$ cat src/rtl/hd_link_pkg.sv
// rtl/hd_link_pkg.sv - shared types for the half-duplex link arbiter family
package hd_link_pkg;

  typedef enum logic [1:0] {
    IDLE       = 2'd0,
    GRANT      = 2'd1,
    TURNAROUND = 2'd2
  } hd_arb_state_e;

  typedef logic port_idx_t;

  localparam int MaxTurnaround = 15;

endpackage

$ cat src/rtl/hd_burst_counter.sv
// rtl/hd_burst_counter.sv - per-grant beat counter with last/max-burst release detect
module hd_burst_counter #(
  parameter int MaxBurst = 16,
  parameter int CntWidth = $clog2(MaxBurst + 1)
) (
  input  logic clk_i,
  input  logic rst_i,
  input  logic clear_i,
  input  logic beat_i,
  input  logic last_i,
  output logic release_o
);

  logic [CntWidth-1:0] beat_cnt;
  logic [CntWidth:0]   cnt_next;
  logic                at_max;

  // One extra bit so the compare against MaxBurst never aliases on a full counter.
  assign cnt_next  = {1'b0, beat_cnt} + 1'b1;
  assign at_max    = (cnt_next == (CntWidth + 1)'(MaxBurst));
  assign release_o = beat_i & (last_i | at_max);

  always_ff @(posedge clk_i) begin
    if (rst_i || clear_i) begin
      beat_cnt <= '0;
    end else if (beat_i) begin
      beat_cnt <= cnt_next[CntWidth-1:0];
    end
  end

endmodule

$ cat src/rtl/half_duplex_link_arbiter.sv
// rtl/half_duplex_link_arbiter.sv - direction sequencer for a shared two-port half-duplex bus
module half_duplex_link_arbiter
  import hd_link_pkg::*;
#(
  parameter int TurnaroundCycles = 2,
  parameter int MaxBurst         = 16,
  parameter int CntWidth         = $clog2(MaxBurst + 1)
) (
  input  logic       clk_i,
  input  logic       rst_i,
  input  logic [1:0] req_i,
  input  logic [1:0] last_i,
  output logic [1:0] tx_mode_o,
  output logic [1:0] beat_o,
  output logic [1:0] rx_valid_o,
  output logic       turnaround_o,
  output logic       busy_o
);

  localparam int         TaClamped = (TurnaroundCycles > MaxTurnaround) ? MaxTurnaround
                                                                        : TurnaroundCycles;
  localparam logic [3:0] TaLast    = 4'(TaClamped - 1);

  hd_arb_state_e state;
  port_idx_t     owner;
  port_idx_t     rr_ptr;
  port_idx_t     pick;
  logic [3:0]    ta_cnt;
  logic          owner_req;
  logic          owner_last;
  logic          owner_beat;
  logic          burst_release;
  logic          grant_exit;

  assign owner_req  = req_i[owner];
  assign owner_last = last_i[owner];
  assign owner_beat = (state == GRANT) && owner_req;
  // A withdrawn request releases the bus without a beat.
  assign grant_exit = (state == GRANT) && (!owner_req || burst_release);
  assign pick       = (req_i == 2'b11) ? rr_ptr : port_idx_t'(req_i[1]);

  assign beat_o       = tx_mode_o & req_i;
  assign rx_valid_o   = {beat_o[0], beat_o[1]};
  assign turnaround_o = (state == TURNAROUND);
  assign busy_o       = (state != IDLE);

  hd_burst_counter #(
    .MaxBurst (MaxBurst),
    .CntWidth (CntWidth)
  ) u_burst_counter (
    .clk_i     (clk_i),
    .rst_i     (rst_i),
    .clear_i   (grant_exit),
    .beat_i    (owner_beat),
    .last_i    (owner_last),
    .release_o (burst_release)
  );

  always_ff @(posedge clk_i) begin
    if (rst_i) begin
      state     <= IDLE;
      owner     <= 1'b0;
      rr_ptr    <= 1'b0;
      ta_cnt    <= '0;
      tx_mode_o <= 2'b00;
    end else begin
      case (state)
        IDLE: begin
          if (req_i != 2'b00) begin
            state     <= GRANT;
            owner     <= pick;
            tx_mode_o <= pick ? 2'b10 : 2'b01;
          end
        end
        GRANT: begin
          if (grant_exit) begin
            state     <= TURNAROUND;
            rr_ptr    <= ~owner;
            ta_cnt    <= '0;
            tx_mode_o <= 2'b00;
          end
        end
        TURNAROUND: begin
          if (ta_cnt == TaLast) begin
            state  <= IDLE;
            ta_cnt <= '0;
          end else begin
            ta_cnt <= ta_cnt + 4'd1;
          end
        end
        default: begin
          state     <= IDLE;
          tx_mode_o <= 2'b00;
        end
      endcase
    end
  end

  always_ff @(posedge clk_i) begin
    if (!rst_i) begin
      assert (tx_mode_o != 2'b11);
    end
  end

endmodule

$ cat config.mk
export PLATFORM = sky130hd
export DESIGN_NAME = half_duplex_link_arbiter
export DESIGN_NICKNAME = d
export VERILOG_FILES = /design/src/rtl/hd_link_pkg.sv /design/src/rtl/hd_burst_counter.sv /design/src/rtl/half_duplex_link_arbiter.sv
export SDC_FILE = /design/constraint.sdc
export NUM_CORES = 1
export LEC_CHECK = 0
export ABC_AREA = 1
export BUFFER_PORTS_ARGS = -buffer_cell sky130_fd_sc_hd__buf_2
export CORE_MARGIN = 4
export CORE_UTILIZATION = 57
export DETAILED_ROUTE_END_ITERATION = 16
export PLACE_DENSITY = 0.84
export SLEW_MARGIN = 20
export SYNTH_ARGS = -nofsm -noshare
export SYNTH_HDL_FRONTEND = slang
export SYNTH_SLANG_ARGS = --single-unit
$ cat constraint.sdc
create_clock -name clk_i -period 1.9 [get_ports clk_i]
set_input_delay 0.38 -clock clk_i [delete_from_list [all_inputs] [get_ports clk_i]]
set_output_delay 0.38 -clock clk_i [all_outputs]
set_load 0.05 [all_outputs]
---- Word-level counts from Yosys, hierarchy flattened ----
Index checks and enable logic that the tools add are counted.
cells by class
  divide/modulo/power cells ............... 0
  eq/ne operators ......................... 8
  reductions and logical operators ........ 14
  muxes and demuxes ....................... 16
  $mul .................................... 0
  bitwise logic cells ..................... 5
  shift-type cells ........................ 0
  add/subtract/negate cells ............... 2
  $lt $le $gt $ge ......................... 1
operator list
  operator                                                                count
  2-bit 2-to-1 mux                                                        6
  2-bit case mux with 3 select lines                                      2
  4-bit 2-to-1 mux                                                        2
  4-bit case mux with 2 select lines                                      1
  5-bit by 1-bit adder with 6-bit output (second input constant)          1
  6-bit by 5-bit equality test with 1-bit output (second input constant)  1
  2-bit AND reduction                                                     3
  3-bit AND reduction                                                     2
  2-bit nonzero test                                                      3
  1-bit 2-to-1 mux                                                        5
  4-bit by 1-bit adder with 4-bit output (second input constant)          1
  2-bit equality test (second input constant)                             2
  4-bit by 1-bit equality test with 1-bit output (second input constant)  1
  2-bit by 1-bit != test with 1-bit output (second input constant)        2
  2-bit AND                                                               1
  2-bit by 1-bit equality test with 1-bit output (second input constant)  1
  1-bit logical AND                                                       2
  2-bit logical NOT                                                       1
  1-bit logical OR                                                        2
  1-bit by 2-bit < comparator with 1-bit output (second input constant)   1
  2-bit != test (second input constant)                                   1
  1-bit NOT                                                               2
  1-bit AND                                                               1
  1-bit logical NOT                                                       1
  1-bit OR                                                                1
storage, ports and cells
  output and inout port bits .............. 8
  logic and storage cells ................. 52
  bits of input ports ..................... 6
  latch bits .............................. 0
  RAM bits ................................ 0
  flip-flop bits (word level) ............. 15
  memories kept ........................... 0
  ROM bits ................................ 0

---- Longest topological paths before layout ----
Gate-level depths: netlist of run 1.
  word-level depth ........................ 8
  depth in mapped cells ................... 11
  gate-level depth less buffers ........... 11

---- Cells and area by module ----
From an unflattened synthesis of run 1, not the netlist that was laid out.
unflattened totals
  cell total of the unflattened synthesis .. 117
  area, all modules ....................... 784.5 um2
modules (own cells, without submodules)
  module                    instances  sequential area each (um2)  cells each  area an instance (um2)
  half_duplex_link_arbiter  1          200.2                       80          535.5
  hd_burst_counter          1          100.1                       37          249.0

---- Worst setup path before layout of run 1 ----
Ideal clock, no wire load.
  path kind ............................... flip-flop to flip-flop
  start point ............................. register state[1]
  end point ............................... register ta_cnt[1]
  data required time ...................... 1830 ps
  path slack .............................. 127 ps
  stages on the path, launching flop included .. 6
  period minus slack after synthesis ...... 1773 ps
  arrival time ............................ 1703 ps
  buffers on the path ..................... 0
  library setup time ...................... 70 ps
  cells stage by stage .................... dfxtp_1 > inv_1 > nor2_1 > nand2_1 > or2_2 > a21oi_1
on the way
  elaborated cells between the ends (all ways) .. 10
  those cells by class .................... eq/ne: 3; mux: 1; bitwise: 1; reduce/logical: 5
RTL lines
  item                           line                            source
  from (decl)                    half_duplex_link_arbiter.sv:24  hd_arb_state_e state;
  from (signal assigned)         half_duplex_link_arbiter.sv:61  state <= IDLE;
  from (signal assigned)         half_duplex_link_arbiter.sv:70  state <= GRANT;
  from (signal assigned)         half_duplex_link_arbiter.sv:77  state <= TURNAROUND;
  2-bit equality test *          --
  via turnaround_o               half_duplex_link_arbiter.sv:16  output logic turnaround_o,
  2-bit nonzero test (no line)   --
  2-bit AND reduction (no line)  --
  to (signal assigned)           half_duplex_link_arbiter.sv:88  ta_cnt <= ta_cnt + 4'd1;
  to (decl)                      half_duplex_link_arbiter.sv:28  logic [3:0] ta_cnt;
Mark *: on every way through the listed nets, which the timed path passes. The rest lies on a longest branch.
A chain may end at the register's enable or synchronous reset.

---- Worst setup path after layout of run 1 ----
  start point ............................. register state[1]
  end point ............................... output port turnaround_o
on the way
  cells in the longest elaborated chain, start to end .. 1
ends and longest elaborated chain
  item                 line                            source
  2-bit equality test  half_duplex_link_arbiter.sv:44  assign turnaround_o = (state == TURNAROUND);
  to (decl)            half_duplex_link_arbiter.sv:16
Every way passes these cells.

==> results.txt, run 1 <==
----------------------------------------------------
[Hold path]
  Hold path startpoint ... rst_i
  Worst hold path depth ... 2
  Class of the tightest hold or removal check ... in -> reg
  Destination of the worst hold path ... ta_cnt[2]$_SDFFE_PP0P_

[Worst setup path]
  Crit path arrival time ... 1.16 ns
  Reg2Reg Setup Slack ... 0.46 ns
  Critical Path End Type ... output pin
  Worst reg2reg path depth ... 9
  Worst reg2reg startpoint ... u_burst_counter.beat_cnt[0]$_SDFFE_PP0P_
  Required time of the critical path ... 1.52 ns
  Biggest fanout along the worst timing path ... 3
  Crit Path Class ... reg -> out
  Critical Path Start Type ... flop
  Reg2reg end ... tx_mode_o[0]$_SDFFE_PP0P_
  Crit. Startpoint ... state[1]$_SDFFE_PP0P_

[Die]
  Die height ... 45.6 um
  Std cell rows ... 13
  Die width ... 45.6 um
  Total die area ... 0.00208 mm^2
  Top Ports ... 14
  Core region area ... 0.00132 mm^2
  Starting Density ... 61.2%

[Final layout]
  Filler cells ... 110
  ANT cells ... 0
  Non-filler cells, final ... 144
  Synthesis-to-finish area growth ... 11.5%
  Share of cells above drive strength 1 ... 20.2%
  Final nets ... 139
  Commonest non-fill, non-tap cell in the layout ... nand2_1
  Most frequent cells in the layout ... nand2_1 (23), inv_1 (18), dfxtp_1 (15)
  Utilization of the core after routing ... 68.2%

[Clock tree]
  Buffer count from post-CTS setup fixing ... 0
  Resized cells post-CTS ... 0
  Worst skew pair latency ... 0.28 ns
  Maximum buffer depth of the clock tree ... 2
  TritonCTS clock tree ... yes
  Clock root buffer ... clkbuf_4
  Cts hold-fix bufs ... 0
  TritonCTS Buffers ... 3
  H-Tree Level Count ... 1
  Number of sinks driven by the clock tree ... 15
  Clock-pin slew on the worst setup and hold paths ... 0.09 ns

[GRT]
  Number of antenna violations at the first check in global routing ... 0
  Global-route wire length before repair ... 2.42 mm
  Busiest metal layer after global routing ... met2
  Vias in the first global route ... 577
  Largest net degree at the start of global routing ... 10
  Total grt overflow ... 0
  Global-route usage over all layers ... 15.9%
  Met3 routing resource usage after global routing ... 2.77%
  Met1 global-route usage ... 18.7%
  Met2 Resource Use GR ... 28.4%

[Yosys]
  Unique cell type count in the Yosys netlist ... 22
  Sequential share of the synthesized area ... 37.3%
  Area contributors post-synth ... dfxtp_1 (37%), nand2_1 (11%), a21oi_1 (8.7%)
  Post-Synthesis Cells ... 115
  Syn Std Cell Area ... 806 um^2
  Post-synthesis cell type with the largest combined area ... dfxtp_1
  Synth Register Bits ... 15
  Top cell type's share of synthesized area ... 37.3%
  Number of nets produced by synthesis ... 124
  Post-synthesis average cell area ... 7.01 um^2
  Synthesis warning total ... 0

[Timing]
  Final setup slack of the worst path ... 0.357 ns
  Sum Neg Setup Slack ... 0 ns
  Remaining max-slew budget at the tightest pin ... 83.2%
  Min cycle time layout ... 1.54 ns
  Share of the cycle needed by the critical path after routing ... 81.2%
  Largest clock skew in the final design ... 0.00309 ns
  Count of final hold-check violations ... 0
  Measured slew at the worst slew-check pin ... 0.245 ns
  Slew Limit Fails ... 0
  RSZ-0062 raised after global routing ... false
  Setup Viol. Count Final ... 0
  Maximum frequency from static timing analysis ... 648 MHz

[Power]
  Power share of the combinational group ... 25.4%
  Worst vdd rail ir drop ... 0.519 mV
  Static leakage ... 0.433 nW
  Int Pwr ... 0.464 mW
  Sequential group share of total power ... 49.0%
  Power per standard cell area ... 800 mW/mm^2
  Relative contribution of the clock network to total power ... 25.6%
  Power spent charging and discharging nets ... 0.255 mW
  Switching power share of the total ... 35.4%
  Tot Pwr ... 0.718 mW

[Drt]
  Average vias per placed instance ... 4.88
  Routed wire length ... 1.48 mm
  Violation count after the first detailed-route iteration ... 16
  Detailed Routing Iterations Pass 1 ... 4
  Vias post-DR ... 703
  Post-detailed-route DRC marker count ... 0
  Antenna-violating nets left ... 0
  WL per Instance ... 10.3 um

[Placed design]
  GPL Wtd Cong ... 0.785
  Worst-case setup slack after placement ... 0.473 ns
  Detailed placement HPWL ... 1.21 mm
  # placed instances ... 140
  Number of buffers inserted by port buffering ... 13

[Run status]
  Outcome ... completed

[Flow run]
  Maximum Capacitance Violations ... 0

----------------------------------------------------
synth_stat cells:
library cell and count:
inv_1 18, o21ai_0 3, xor2_1 1, o21ai_1 1, nand2_2 1, nor2_4 1, o21ai_2 1, ha_1 3
nor2_1 14, or2_2 2, buf_1 1, a21oi_1 14, mux2i_1 1, nand2_1 23, nand3_2 2, xnor2_1 2
dfxtp_1 15, nand2_4 1, nand4_1 2, nand3_1 6, buf_4 2, inv_2 1
per-stage QoR:
step | hold WS, ns | area (um^2)
after floorplan | 0.452 | 806
after global placement | 0.469 | 871
after detailed placement | 0.481 | 871
after CTS | 0.349 | 898
after global routing | 0.364 | 898
final | 0.351 | 898
flip-flops by register name (all words and copies together), names as in the netlist:
| register | count |
|---|---|
| u_burst_counter.beat_cnt | 5 |
| ta_cnt | 4 |
| state | 2 |
| tx_mode_o | 2 |
| owner | 1 |
| rr_ptr | 1 |
worst max-delay path, stage by stage (launching register included):
cell and delay, ns:
dfxtp_1 0.37, inv_1 0.06, nor2_1 0.16, buf_2 0.30
per-layer routing:
layer | routed length, um | vias to the layer above | share of wire, %
met5 | 0 | - | 0
met4 | 8 | 0 | 0.54
met3 | 87 | 2 | 5.9
met2 | 709 | 12 | 48
met1 | 674 | 299 | 46
li1 | - | 390 | -
how the worst max path moves through the flow:
| stage | endpoint | slack [ns] | cells past startpoint |
|---|---|---|---|
| 2_1_floorplan | ta_cnt[1]$_SDFFE_PP0P_ | 0.13 | 5 |
| 3_3_place_gp | u_burst_counter.beat_cnt[1]$_SDFFE_PP0P_ | 0.54 | 9 |
| 3_5_place_dp | ta_cnt[3]$_SDFFE_PP0P_ | 0.47 | 9 |
| 4_1_cts | turnaround_o | 0.36 | 3 |
| 5_1_grt | tx_mode_o[0]$_SDFFE_PP0P_ | 0.27 | 9 |
| 6_report | turnaround_o | 0.36 | 3 |
area by class of cell:
class	count	area (um^2)	area share, %
clock inverter	1	5.00	0.557
clock buffer	3	22.5	2.51
multi-input combinational	78	415	46.2
sequential	15	300	33.4
timing repair buffer	13	65.1	7.24
tap	15	18.8	2.09
inverter	19	71.3	7.94
power groups by stage:
stage          clock, mW  combinational [mW]  sequential [mW]
2_1_floorplan          0               0.134            0.370
3_3_place_gp           0               0.178            0.359
3_5_place_dp           0               0.183            0.360
4_1_cts            0.184               0.184            0.352
5_1_grt            0.197               0.203            0.354
6_report           0.184               0.183            0.352
logic make-up (layout without fill, tap and decap cells):
logic type	count (synthesis)	in the layout	synth area share (%)
AO/OA/AOI/OAI	19	19	12.3
XOR/XNOR	3	3	3.26
adder cells (fa/ha/maj)	3	3	4.66
buffers and inverters	22	36	11.2
flip-flops	15	15	37.3
multiplexers	1	1	1.24
AND/OR/NAND/NOR	52	52	30.1
(Power assumes the default switching activity.)
==> run 2, diff against run 1 <==
--- a/config.mk
+++ b/config.mk
@@ -7,10 +7,11 @@
 export LEC_CHECK = 0
 export ABC_AREA = 1
 export BUFFER_PORTS_ARGS = -buffer_cell sky130_fd_sc_hd__buf_2
+export CORE_ASPECT_RATIO = 0.9
 export CORE_MARGIN = 4
-export CORE_UTILIZATION = 57
+export CORE_UTILIZATION = 53
 export DETAILED_ROUTE_END_ITERATION = 16
-export PLACE_DENSITY = 0.84
+export PLACE_DENSITY = 0.79
 export SLEW_MARGIN = 20
 export SYNTH_ARGS = -nofsm -noshare
 export SYNTH_HDL_FRONTEND = slang
==> constraint.sdc (replaced) <==
create_clock -name clk_i -period 1.6 [get_ports clk_i]
set_input_delay 0.32 -clock clk_i [delete_from_list [all_inputs] [get_ports clk_i]]
set_output_delay 0.32 -clock clk_i [all_outputs]
set_load 0.05 [all_outputs]
==> run 2 against run 1 <==
Global-route usage is 1.3 points lower. Design area is 0.42% higher. Critical path type unchanged. Highest routed layer unchanged. Critical endpoint unchanged. Final cell count stayed put. Wire length is 0.81% higher. Utilization is 5.9 points lower. Flip-flop and latch count stayed put. Total power is 19% higher. Via count is 3.3% higher. Register-to-register slack worse by 0.28 ns.
==> results.txt, run 2 (same netlist as run 1, synthesis figures left out) <==
----------------------------------------------------
[Timing]
  Final setup slack of the worst path ... 0.173 ns
  Measured slew at the worst slew-check pin ... 0.266 ns
  Remaining max-slew budget at the tightest pin ... 82.1%
  Count of final hold-check violations ... 0
  Setup Viol. Count Final ... 0
  Sum Neg Setup Slack ... 0 ns
  Maximum frequency from static timing analysis ... 701 MHz
  Min cycle time layout ... 1.43 ns
  Largest clock skew in the final design ... 0.00672 ns
  Slew Limit Fails ... 0
  Share of the cycle needed by the critical path after routing ... 89.2%
  RSZ-0062 raised after global routing ... false

[Worst setup path]
  Worst reg2reg startpoint ... u_burst_counter.beat_cnt[0]$_SDFFE_PP0P_
  Slowest cell on the critical path ... dfxtp_1
  Critical Path End Type ... output pin
  Critical Path Start Type ... flop
  Worst path buffer plus inverter count ... 2
  Cell-by-cell trace of the critical path ... inv_1 > nor2_2 > buf_2
  Cell family with the largest share of critical-path delay ... flip-flops
  Biggest fanout along the worst timing path ... 3
  Required time of the critical path ... 1.28 ns
  Critical path's largest stage delay ... 0.36 ns
  Crit Path Class ... reg -> out
  Crit. Startpoint ... state[1]$_SDFFE_PP0P_
  Crit path arrival time ... 1.11 ns

[GRT]
  Total grt overflow ... 0
  Largest net degree at the start of global routing ... 9
  Vias in the first global route ... 616
  Number of antenna violations at the first check in global routing ... 0
  Global-route usage over all layers ... 14.6%
  Global-route wire length before repair ... 2.48 mm

[Final layout]
  Most frequent cells in the layout ... nand2_1 (23), inv_1 (18), a21oi_1 (14)
  Register bank with the most flops ... u_burst_counter.beat_cnt
  ANT cells ... 0
  Final nets ... 139
  Utilization of the core after routing ... 62.3%
  Filler cells ... 134
  Final instance area ... 902 um^2
  Max reg flops ... 5
  Commonest non-fill, non-tap cell in the layout ... nand2_1
  Largest regs ... u_burst_counter.beat_cnt (5), ta_cnt (4)
  Synthesis-to-finish area growth ... 12.0%
  Share of cells above drive strength 1 ... 21.7%

[Die]
  Die height ... 45.0 um
  Top Ports ... 14
  Total die area ... 0.00221 mm^2
  Std cell rows ... 13
  Core region area ... 0.00145 mm^2
  Die width ... 49.1 um
  Starting Density ... 55.7%

[Drt]
  Routed wire length ... 1.49 mm
  Detailed Routing Iterations Pass 1 ... 4
  WL per Instance ... 10.4 um
  Antenna-violating nets left ... 0
  Vias post-DR ... 726
  Average vias per placed instance ... 5.04
  Post-detailed-route DRC marker count ... 0
  Violation count after the first detailed-route iteration ... 22

[Clock tree]
  TritonCTS clock tree ... yes
  Number of sinks driven by the clock tree ... 15
  Clock root buffer ... clkbuf_4
  Worst skew pair latency ... 0.29 ns
  Cts hold-fix bufs ... 0
  TritonCTS Buffers ... 3
  Maximum buffer depth of the clock tree ... 2
  Resized cells post-CTS ... 0
  H-Tree Level Count ... 1
  Buffer count from post-CTS setup fixing ... 0
  Clock-pin slew on the worst setup and hold paths ... 0.09 ns

[Placed design]
  Standard cell area after detailed placement ... 876 um^2
  Number of buffers inserted by port buffering ... 13
  Worst-case setup slack after placement ... 0.179 ns
  Detailed placement HPWL ... 1.19 mm
  GPL Wtd Cong ... 0.819

[Power]
  Power per standard cell area ... 948 mW/mm^2
  Worst vdd rail ir drop ... 0.587 mV
  Static leakage ... 0.431 nW

[Hold path]
  Hold path startpoint ... rst_i
  Class of the tightest hold or removal check ... in -> reg

[Flow run]
  Maximum Capacitance Violations ... 0

[Run status]
  Outcome ... completed

----------------------------------------------------
## run 2: cell types whose count changed in the layout (fill, tap and decap cells not counted), sizes merged
cell / change
clkinv: -1
clkbuf: +1
## run 2: per-layer routing
metal	GRT usage, %	vias to the layer above	routed length, um
met4	8.52	0	23
met3	2.31	3	93
met2	24.3	22	685
li1	-	387	-
met1	18.2	314	689
met5	0	-	0
## run 2: worst paths after layout
| kind | to | slack, ns | depth (start not counted) |
|---|---|---|---|
| hold reg to reg | tx_mode_o[1]$_SDFFE_PP0P_ | 0.47 | 2 |
| setup reg to reg | u_burst_counter.beat_cnt[1]$_SDFFE_PP0P_ | 0.18 | 9 |
| setup / recovery | turnaround_o | 0.17 | 3 |
| hold / removal | tx_mode_o[1]$_SDFFE_PP0P_ | 0.29 | 2 |
## run 2: final cells by class
class	count	area [um^2]	area share, %
clock buffers	4	26.3	2.91
multi-input cells	78	418	46.3
repair buffers	13	65.1	7.21
inverters	19	71.3	7.91
well taps	15	18.8	2.08
flip-flops and latches	15	303	33.6
## run 2: report_power, final
part / total [mW] / switching [mW] / internal (mW)
Clock: 0.221 / 0.124 / 0.0970
Combinational: 0.217 / 0.154 / 0.0624
Sequential: 0.418 / 0.0207 / 0.397
Total: 0.855 / 0.299 / 0.556
## run 2: through the flow
step | hold slack (ns) | power [mW] | cells
5_1_grt | 0.306 | 0.896 | 144
2_1_floorplan | 0.452 | 0.602 | 115
6_report | 0.289 | 0.855 | 144
4_1_cts | 0.286 | 0.859 | 144
3_3_place_gp | 0.452 | 0.639 | 140
3_5_place_dp | 0.455 | 0.645 | 140
==> run 3, diff against run 2 <==
==> constraint.sdc (replaced) <==
create_clock -name clk_i -period 1.6 [get_ports clk_i]
set_input_delay 0.32 -clock clk_i [delete_from_list [all_inputs] [get_ports clk_i]]
set_output_delay 0.32 -clock clk_i [all_outputs]
set_load 0.02 [all_outputs]
==> run 3 against run 2 <==
Global-route usage decreased by 0.093 points. Clock skew decreased by 0.0023 ns. First-iteration DRC count decreased by 45%. Fmax decreased by 0.86%. Flip-flop and latch count unchanged. Utilization decreased by 0.17 points. Setup slack got worse by 0.012 ns. Total power decreased by 5.9%.
==> results.txt, run 3 (same netlist as run 1, synthesis figures left out) <==
----------------------------------------------------
[Run status]
  Outcome ... completed

[Worst setup path]
  Cell-by-cell trace of the critical path ... ha_2 > nand3_1 > nand2_1 > nand2_1 > nand3_2 > nand3_2 > nand2_4 > nand2_2 > a21oi_1
  Critical Path End Type ... flop
  Critical Path Start Type ... flop
  Slowest cell on the critical path ... dfxtp_1
  Crit Path Class ... reg -> reg
  Critical path's largest stage delay ... 0.40 ns
  Worst reg2reg startpoint ... u_burst_counter.beat_cnt[0]$_SDFFE_PP0P_
  Crit. Startpoint ... u_burst_counter.beat_cnt[0]$_SDFFE_PP0P_
  Biggest fanout along the worst timing path ... 6
  Required time of the critical path ... 1.80 ns
  Crit path arrival time ... 1.64 ns

[GRT]
  Number of antenna violations at the first check in global routing ... 0
  Largest net degree at the start of global routing ... 9
  Global-route wire length before repair ... 2.50 mm
  Total grt overflow ... 0
  Global-route usage over all layers ... 14.5%
  Vias in the first global route ... 647

[Clock tree]
  Number of sinks driven by the clock tree ... 15
  Worst skew pair latency ... 0.27 ns
  Clock root buffer ... clkbuf_4
  Maximum buffer depth of the clock tree ... 2
  Cts hold-fix bufs ... 0
  TritonCTS clock tree ... yes
  TritonCTS Buffers ... 3
  H-Tree Level Count ... 1
  Clock-pin slew on the worst setup and hold paths ... 0.09 ns
  Buffer count from post-CTS setup fixing ... 0

[Placed design]
  GPL Wtd Cong ... 0.782
  # placed instances ... 140
  Standard cell area after detailed placement ... 871 um^2
  Worst-case setup slack after placement ... 0.172 ns
  Detailed placement HPWL ... 1.29 mm
  Number of buffers inserted by port buffering ... 13

[Final layout]
  ANT cells ... 0
  Register bank with the most flops ... u_burst_counter.beat_cnt
  Storage element area ... 300 um^2
  Non-filler cells, final ... 144
  Final nets ... 139
  Share of cells above drive strength 1 ... 20.2%
  Final instance area ... 900 um^2
  Max reg flops ... 5
  Filler cells ... 145
  Footprint of the multi-input gates ... 418 um^2
  Most frequent cells in the layout ... nand2_1 (23), inv_1 (18), dfxtp_1 (15)
  Utilization of the core after routing ... 62.1%
  Synthesis-to-finish area growth ... 11.6%
  Largest regs ... u_burst_counter.beat_cnt (5), ta_cnt (4)
  Commonest non-fill, non-tap cell in the layout ... nand2_1

[Timing]
  Remaining max-slew budget at the tightest pin ... 82.0%
  Maximum frequency from static timing analysis ... 695 MHz
  Min cycle time layout ... 1.44 ns
  Slew Limit Fails ... 0
  Largest clock skew in the final design ... 0.00444 ns
  Setup Viol. Count Final ... 0
  Share of the cycle needed by the critical path after routing ... 89.9%
  Count of final hold-check violations ... 0
  Final setup slack of the worst path ... 0.161 ns
  Measured slew at the worst slew-check pin ... 0.263 ns

[Die]
  Top Ports ... 14
  Starting Density ... 55.7%
  Core region area ... 0.00145 mm^2
  Die height ... 45.0 um
  Std cell rows ... 13
  Die width ... 49.1 um
  Total die area ... 0.00221 mm^2

[Drt]
  Post-detailed-route DRC marker count ... 0
  Average vias per placed instance ... 5.16
  Antenna-violating nets left ... 0
  Vias post-DR ... 743
  WL per Instance ... 10.9 um
  Detailed Routing Iterations Pass 1 ... 6
  Routed wire length ... 1.57 mm
  Violation count after the first detailed-route iteration ... 12

[Power]
  Power spent charging and discharging nets ... 0.251 mW
  Switching power share of the total ... 31.1%
  Relative contribution of the clock network to total power ... 26.4%
  Tot Pwr ... 0.805 mW
  Power per standard cell area ... 894 mW/mm^2
  Power share of the combinational group ... 21.8%
  Worst vdd rail ir drop ... 0.586 mV
  Int Pwr ... 0.554 mW
  Sequential group share of total power ... 51.9%
  Static leakage ... 0.427 nW

[Hold path]
  Class of the tightest hold or removal check ... in -> reg
  Hold path startpoint ... rst_i

[Flow run]
  Maximum Capacitance Violations ... 0

----------------------------------------------------
run 3: cell count changes in the layout (fill, tap and decap cells not counted):
| cell | before | now |
|---|---|---|
| dfxtp_1 | 13 | 15 |
| dfxtp_2 | 2 | 0 |
| ha_1 | 3 | 2 |
| ha_2 | 0 | 1 |
| nor2_1 | 13 | 14 |
| nor2_2 | 1 | 0 |
run 3: per-layer routing:
layer	share of wire [%]	wire (um)	vias up	global-route usage (%)
li1	-	-	389	-
met1	47	738	337	16.5
met2	49	770	15	25.7
met3	3.4	54	2	3.30
met4	0.64	10	0	7.95
met5	0	0	-	0
run 3: layout make-up:
cell class | instances | area share, %
multi-input combinational | 78 | 46.5
sequential | 15 | 33.4
timing repair buffer | 13 | 7.23
inverter | 19 | 7.93
tap | 15 | 2.09
clock buffer | 4 | 2.92
run 3: path summary, 6_finish.rpt:
kind	to	slack [ns]	cells past startpoint
hold / removal	ta_cnt[1]$_SDFFE_PP0P_	0.30	2
hold reg to reg	tx_mode_o[0]$_SDFFE_PP0P_	0.49	2
setup / recovery	u_burst_counter.beat_cnt[1]$_SDFFE_PP0P_	0.16	9
setup reg to reg	u_burst_counter.beat_cnt[1]$_SDFFE_PP0P_	0.16	9
run 3: power groups by stage:
stage | registers (mW) | clock network [mW] | logic (mW)
2_1_floorplan | 0.428 | 0 | 0.129
3_3_place_gp | 0.424 | 0 | 0.172
3_5_place_dp | 0.426 | 0 | 0.175
4_1_cts | 0.417 | 0.218 | 0.176
5_1_grt | 0.421 | 0.236 | 0.196
6_report | 0.417 | 0.212 | 0.175
run 3: critical path, delay by kind of cell (launching register included):
| kind | cells | cell delay, ns |
|---|---|---|
| AO/OA/AOI/OAI | 1 | 0.14 |
| adder cells (fa/ha/maj) | 1 | 0.23 |
| flip-flops | 1 | 0.40 |
| AND/OR/NAND/NOR | 7 | 0.61 |
run 3: stage by stage:
stage / setup TNS (ns) / hold slack, ns
4_1_cts: 0 / 0.296
3_5_place_dp: 0 / 0.477
3_3_place_gp: 0 / 0.462
6_report: 0 / 0.304
2_1_floorplan: 0 / 0.452
5_1_grt: -0.00570 / 0.297
run 3: what timing repair did:
| action | 4_1_cts | 5_1_grt |
|---|---|---|
| hold endpoints to repair | 0 | 0 |
| resized for setup | 0 | 1 |
| setup endpoints to repair | 0 | 1 |
